File: config.mk
export PLATFORM = sky130hd
export DESIGN_NAME = enigma_rotor_stepper
export DESIGN_NICKNAME = d
export VERILOG_FILES = /design/src/rtl/enigma_rotor_stepper.sv
export SDC_FILE = /design/constraint.sdc
export NUM_CORES = 1
export LEC_CHECK = 0
export CAP_MARGIN = 20
export CORE_AREA = 2 2 78 80
export CTS_CLUSTER_SIZE = 16
export DETAILED_ROUTE_END_ITERATION = 6
export DIE_AREA = 0 0 80 82
export PLACE_DENSITY = 0.83
export SYNTH_ARGS = -nofsm -noshare
export SYNTH_HDL_FRONTEND = slang
export SYNTH_SLANG_ARGS = --single-unit
File: constraint.sdc
create_clock -name clk -period 6.3 [get_ports clk]
set_input_delay 1.26 -clock clk [delete_from_list [all_inputs] [get_ports clk]]
set_output_delay 1.26 -clock clk [all_outputs]
set_load 0.05 [all_outputs]
File: src/rtl/enigma_rotor_stepper.sv
// enigma_rotor_stepper
// Rotor-position stage of the Enigma datapath. Accepts one letter code per
// valid/ready handshake, advances the three rotor positions with historical
// stepping (including the middle-rotor double-step), and presents the letter
// together with the positions to use for it in a one-entry output register.
//
// Ports:
//   clk, rst_n            clock, asynchronous active-low reset
//   load, load_pos_l/m/r  load rotor start positions (values >= 26 load 0)
//   in_valid/in_ready     input handshake, in_char 0..25 = A..Z, 26..31 = non-letter
//   out_valid/out_ready   output handshake
//   out_char, out_bypass  registered letter, bypass flag for non-letters
//   out_pos_l/m/r         rotor positions to encrypt out_char with
//   pos_l/m/r             live rotor positions
//   char_count            letters stepped since reset/load, saturating
module enigma_rotor_stepper #(
  parameter int NOTCH_R = 21,
  parameter int NOTCH_M = 4,
  parameter int CNT_W   = 16
) (
  input  logic             clk,
  input  logic             rst_n,
  input  logic             load,
  input  logic [4:0]       load_pos_l,
  input  logic [4:0]       load_pos_m,
  input  logic [4:0]       load_pos_r,
  input  logic             in_valid,
  output logic             in_ready,
  input  logic [4:0]       in_char,
  output logic             out_valid,
  input  logic             out_ready,
  output logic [4:0]       out_char,
  output logic             out_bypass,
  output logic [4:0]       out_pos_l,
  output logic [4:0]       out_pos_m,
  output logic [4:0]       out_pos_r,
  output logic [4:0]       pos_l,
  output logic [4:0]       pos_m,
  output logic [4:0]       pos_r,
  output logic [CNT_W-1:0] char_count
);

  localparam logic [4:0] LAST_POS  = 5'd25;
  localparam logic [4:0] NOTCH_R_C = 5'(NOTCH_R);
  localparam logic [4:0] NOTCH_M_C = 5'(NOTCH_M);

  // Advance one position with wrap 25 -> 0.
  function automatic logic [4:0] wrap_inc(input logic [4:0] p);
    return (p >= LAST_POS) ? 5'd0 : p + 5'd1;
  endfunction

  // Out-of-range load values collapse to position A.
  function automatic logic [4:0] clamp_pos(input logic [4:0] p);
    return (p > LAST_POS) ? 5'd0 : p;
  endfunction

  // Counter increment that holds at all-ones.
  function automatic logic [CNT_W-1:0] sat_inc(input logic [CNT_W-1:0] c);
    return (&c) ? c : c + CNT_W'(1);
  endfunction

  logic       accept;
  logic       is_letter;
  logic       step_m;
  logic       step_l;
  logic [4:0] nxt_l;
  logic [4:0] nxt_m;
  logic [4:0] nxt_r;

  logic       vld_p0;
  logic [4:0] char_p0;
  logic       bypass_p0;
  logic [4:0] opos_l_p0;
  logic [4:0] opos_m_p0;
  logic [4:0] opos_r_p0;

  assign in_ready  = !load && (!vld_p0 || out_ready);
  assign accept    = in_valid && in_ready;
  assign is_letter = (in_char <= LAST_POS);

  // Middle at its notch steps itself and the left rotor (double-step);
  // otherwise the right rotor's notch carries into the middle.
  assign step_l = (pos_m == NOTCH_M_C);
  assign step_m = step_l || (pos_r == NOTCH_R_C);
  assign nxt_r  = wrap_inc(pos_r);
  assign nxt_m  = step_m ? wrap_inc(pos_m) : pos_m;
  assign nxt_l  = step_l ? wrap_inc(pos_l) : pos_l;

  // Stage p0: live rotor state and letter counter
  always_ff @(posedge clk or negedge rst_n) begin
    if (!rst_n) begin
      pos_l      <= 5'd0;
      pos_m      <= 5'd0;
      pos_r      <= 5'd0;
      char_count <= '0;
    end else if (load) begin
      pos_l      <= clamp_pos(load_pos_l);
      pos_m      <= clamp_pos(load_pos_m);
      pos_r      <= clamp_pos(load_pos_r);
      char_count <= '0;
    end else if (accept && is_letter) begin
      pos_l      <= nxt_l;
      pos_m      <= nxt_m;
      pos_r      <= nxt_r;
      char_count <= sat_inc(char_count);
    end
  end

  // Stage p0: one-entry output register
  always_ff @(posedge clk or negedge rst_n) begin
    if (!rst_n) begin
      vld_p0    <= 1'b0;
      char_p0   <= 5'd0;
      bypass_p0 <= 1'b0;
      opos_l_p0 <= 5'd0;
      opos_m_p0 <= 5'd0;
      opos_r_p0 <= 5'd0;
    end else if (accept) begin
      vld_p0    <= 1'b1;
      char_p0   <= in_char;
      bypass_p0 <= !is_letter;
      opos_l_p0 <= is_letter ? nxt_l : pos_l;
      opos_m_p0 <= is_letter ? nxt_m : pos_m;
      opos_r_p0 <= is_letter ? nxt_r : pos_r;
    end else if (out_ready) begin
      vld_p0    <= 1'b0;
    end
  end

  assign out_valid  = vld_p0;
  assign out_char   = char_p0;
  assign out_bypass = bypass_p0;
  assign out_pos_l  = opos_l_p0;
  assign out_pos_m  = opos_m_p0;
  assign out_pos_r  = opos_r_p0;

endmodule
======== After elaboration in Yosys (flattened, before gate mapping) ========
Cells that the tools add are included.
cells by class
  $add $sub $neg .......................... 4
  multipliers ............................. 0
  divide/modulo/power cells ............... 0
  $lt $le $gt $ge ......................... 7
  equal/unequal tests ..................... 3
  shift-type cells ........................ 0
  mux-type cells .......................... 22
  bitwise operators ....................... 0
  reduce and logical (&&, ||, !) cells .... 12
operators by type and width
  kind                                                                    number
  5-bit 2-to-1 mux                                                        17
  16-bit 2-to-1 mux                                                       3
  16-bit by 1-bit adder with 16-bit output (second input constant)        1
  16-bit AND reduction                                                    1
  5-bit by 1-bit adder with 5-bit output (second input constant)          3
  5-bit >= comparator (second input constant)                             3
  5-bit greater-than comparator (second input constant)                   3
  5-bit by 3-bit equality test with 1-bit output (second input constant)  1
  5-bit equality test (second input constant)                             1
  5-bit less-or-equal comparator (second input constant)                  1
  2-bit nonzero test                                                      2
  1-bit logical AND                                                       3
  1-bit logical NOT                                                       3
  1-bit logical OR                                                        2
  1-bit 2-to-1 mux                                                        2
  2-bit inequality test (second input constant)                           1
  2-bit AND reduction                                                     1
word-level totals
  flip-flop bits (word level) ............. 53
  bits in latches ......................... 0
  memory bits (writable) .................. 0
  bits in read-only memories .............. 0
  input port bits ......................... 25
  output and inout bits ................... 54
  logic and storage cells ................. 58
  memories kept ........................... 0

======== Depth between registers and ports, before layout ========
  word-level depth ........................ 7
  gate-level depth with buffers ........... 8
  gate-level depth less buffers ........... 7

======== Worst setup path before layout ========
Ideal clock, no wire load.
  path kind ............................... input -> output
  start point ............................. input port load
  end point ............................... output port in_ready
  data arrival time ....................... 2.167 ns
  data required time ...................... 5.040 ns
  slack ................................... 2.873 ns
  cell stages on the path ................. 4
  path buffers ............................ 2
  cell sequence ........................... clkbuf_1 clkbuf_1 inv_1 and2_1
between the ends
  longest elaborated chain between the ends .. 2
ends and longest elaborated chain
  element            RTL line  RTL
  start, declared    23        input logic load,
  1-bit logical NOT  77        assign in_ready = !load && (!vld_p0 || out_ready);
  1-bit logical AND  77
  end, declared      28        output logic in_ready,
Every way passes these cells.

======== Worst setup path after layout ========
Same ends and word-level chain as after synthesis.

==> metrics.cfg <==
[synthesis]
synth_top_flop_cell=dfrtp_1
syn_inst=304
synth_seq_cells=53
syn_area_um2=2870
synthXorXnorAreaFrac=0.0458
ys_warn_count=0
synth_fa_ha_area_frac=0.0349
syn_area_per_cell_um2=9.45
ys_seq_area_frac=0.462
syn-num-nets=337
synth_compound_area_frac=0.187
yosys.cell_types.count=51
async_flop_share=1.00
synth_edf_count=0
synth_top_family_by_area=simple AND/OR/NAND/NOR gates
synthSimpleGateAreaFrac=0.232
synth_mux_area_frac=0.00697

[timing]
finalMaxSlewViolations=0
fmax_mhz=236
holdWs_ns=0.496
rsz0062_at_grt=false
report.final.hold_viol_count=0
setup_viol=0
worstMarginPinSlew_ns=0.812
tns_ns=0
period_share=0.671
fin_crit_ns=4.23
maxSlewHeadroom=0.457
skew_ns=0.00359

[layout]
area_delta_synth_final_pct=33.4
final_cell_mix=77 x clkdlybuf4s50_1, 53 x dfrtp_1, 36 x nand2_1, 30 x nor2_1, 23 x o21ai_0
fin_nets=415
drive_gt1_frac=0.0524
finalNonFillerCells=457
final_common_cell=clkdlybuf4s50_1
stdcell_area_um2=3830
antenna_cells=0

[worst_setup_path]
critPathKind=in2out
endpoint_kind=output port
worstPathArrival_ns=2.97
crit_path_max_fanout=26
cp_data_required_time_ns=5.04
ff2ff_setup_slack_ns=4.01
critPathLaunchType=input pin

[route]
initialDrtViolationCount=229
dr.pass1.iters=4
drc_errors=0
ant_nets=0
routedWlPerCell_um=16.2
num_vias=2713
vias_per_cell=5.94
routed_wl_mm=7.39

[clocking]
cts-resized-gates=0
cts_hold_buffers=0
cts_buffers=5
cts-root-buf=clkbuf_8
cts_tree=yes
cts_buffer_depth=2
path_clk_slew_ns=0.09
ctsHtreeMaxLevel=2
cts_setup_buffers=0
cts_num_sinks=53
insertion_delay_ns=0.30

[status]
outcome=finished, final reports clean

[floorplanning]
fp-row-count=28
initial_utilization=0.500
die_height_um=82
dieArea_um2=6560
die_w_um=80
ios=79
fp.coreArea_um2=5750

[grt]
grtUsageMet2=0.417
busiest_layer=met2
gr-usage-met1=0.292
antenna_found_initial=0
grt_overflow=0
grt.total_usage=0.235
first_global_vias=2823
grt_max_degree=54
grt_pass1_wl_mm=12.5
use_met3=0.0473

[power]
powerDensity_nw_per_um2=268
irDropWorstVdd_mv=0.189
total_leakage_power_uw=0.00157

[min_path]
hold_path_class=reg2reg

[place]
place.gp.congestion=0.900
port_buffers=78
detailed_place_hpwl_mm=5.33
dp.cells=450
placed_cell_area_um2=3730

[job]
cap_violations=0

==> worst paths after layout <==
check | start | to | depth (start not counted)
setup / recovery | load | in_ready | 5
hold / removal | out_char[2] | out_char[2] | 2
setup reg to reg | out_valid | pos_l[2] | 5
hold reg to reg | out_char[2] | out_char[2] | 2
max in group asynchronous | rst_n | out_pos_m[3] | 2
min in group asynchronous | rst_n | char_count[11] | 2
==> routing by layer <==
metal / routed length [µm] / vias up
met2: 3710 / 101
met3: 465 / 11
met4: 86 / 0
met1: 3120 / 1329
met5: 0 / -
li1: - / 1272
==> kinds of logic after synthesis <==
logic type | Yosys count
AOI/OAI and AO/OA | 74
xor gates and xnor gates | 15
adders and majority gates | 8
buffers and inverters | 22
DFF | 53
muxes | 2
and+or+nand+nor | 130
==> through the flow <==
| step | util | setup slack [ns] | total power [µW] |
|---|---|---|---|
| after floorplan | - | 2.87 | 663 |
| after global placement | 0.649 | 2.08 | 800 |
| after detailed placement | 0.649 | 2.07 | 807 |
| after CTS | 0.667 | 2.07 | 1030 |
| after global routing | 0.667 | 2.01 | 1080 |
| final | 0.667 | 2.07 | 1030 |
==> sequential cells by signal, indices dropped and copies added (netlist names) <==
register / flops
out_char: 5
out_bypass: 1
out_valid: 1
pos_r: 5
pos_l: 5
out_pos_r: 5
out_pos_l: 5
char_count: 16
out_pos_m: 5
pos_m: 5
==> layout make-up <==
class	instances	area [µm²]
inverters	10	37.5
clock inverters	2	35.0
fillers	516	1910
flip-flops and latches	53	1330
repair buffers	83	813
clock buffers	5	68.8
multi-input cells	229	1460
well taps	75	93.8
==> worst max-delay path: stages <==
cell	delay, ns
clkdlybuf4s50_1	0.45
buf_4	0.28
inv_1	0.11
and2_1	0.15
clkdlybuf4s50_1	0.71
==> power breakdown <==
| group | total [µW] | internal [µW] | switching, µW |
|---|---|---|---|
| Clock | 226 | 116 | 110 |
| Sequential | 430 | 381 | 48.1 |
| Combinational | 372 | 130 | 242 |
==> synth_stat cells, drive strengths merged (2+ instances only) <==
library cell	count	area [µm²]
dfrtp	53	1330
nand2	37	146
nor2	30	113
o21ai	23	115
nand3	16	80.1
xnor2	13	114
a221o	10	100
inv	10	37.5
clkbuf	9	33.8
nor4	9	56.3
ha	8	100
a21oi	7	35.0
a22oi	6	45.0
and3	6	37.5
nand4	6	37.5
nor3	6	30.0
o211ai	6	58.8
o21a	5	37.5
a32oi	4	35.0
a31oi	3	25.0
buf	3	17.5
nand2b	3	18.8
nor4b	3	32.5
a41oi	2	17.5
and2	2	12.5
mux2i	2	20.0
nor3b	2	15.0
or3	2	17.5
xor2	2	17.5
(Power assumes the default switching activity.)
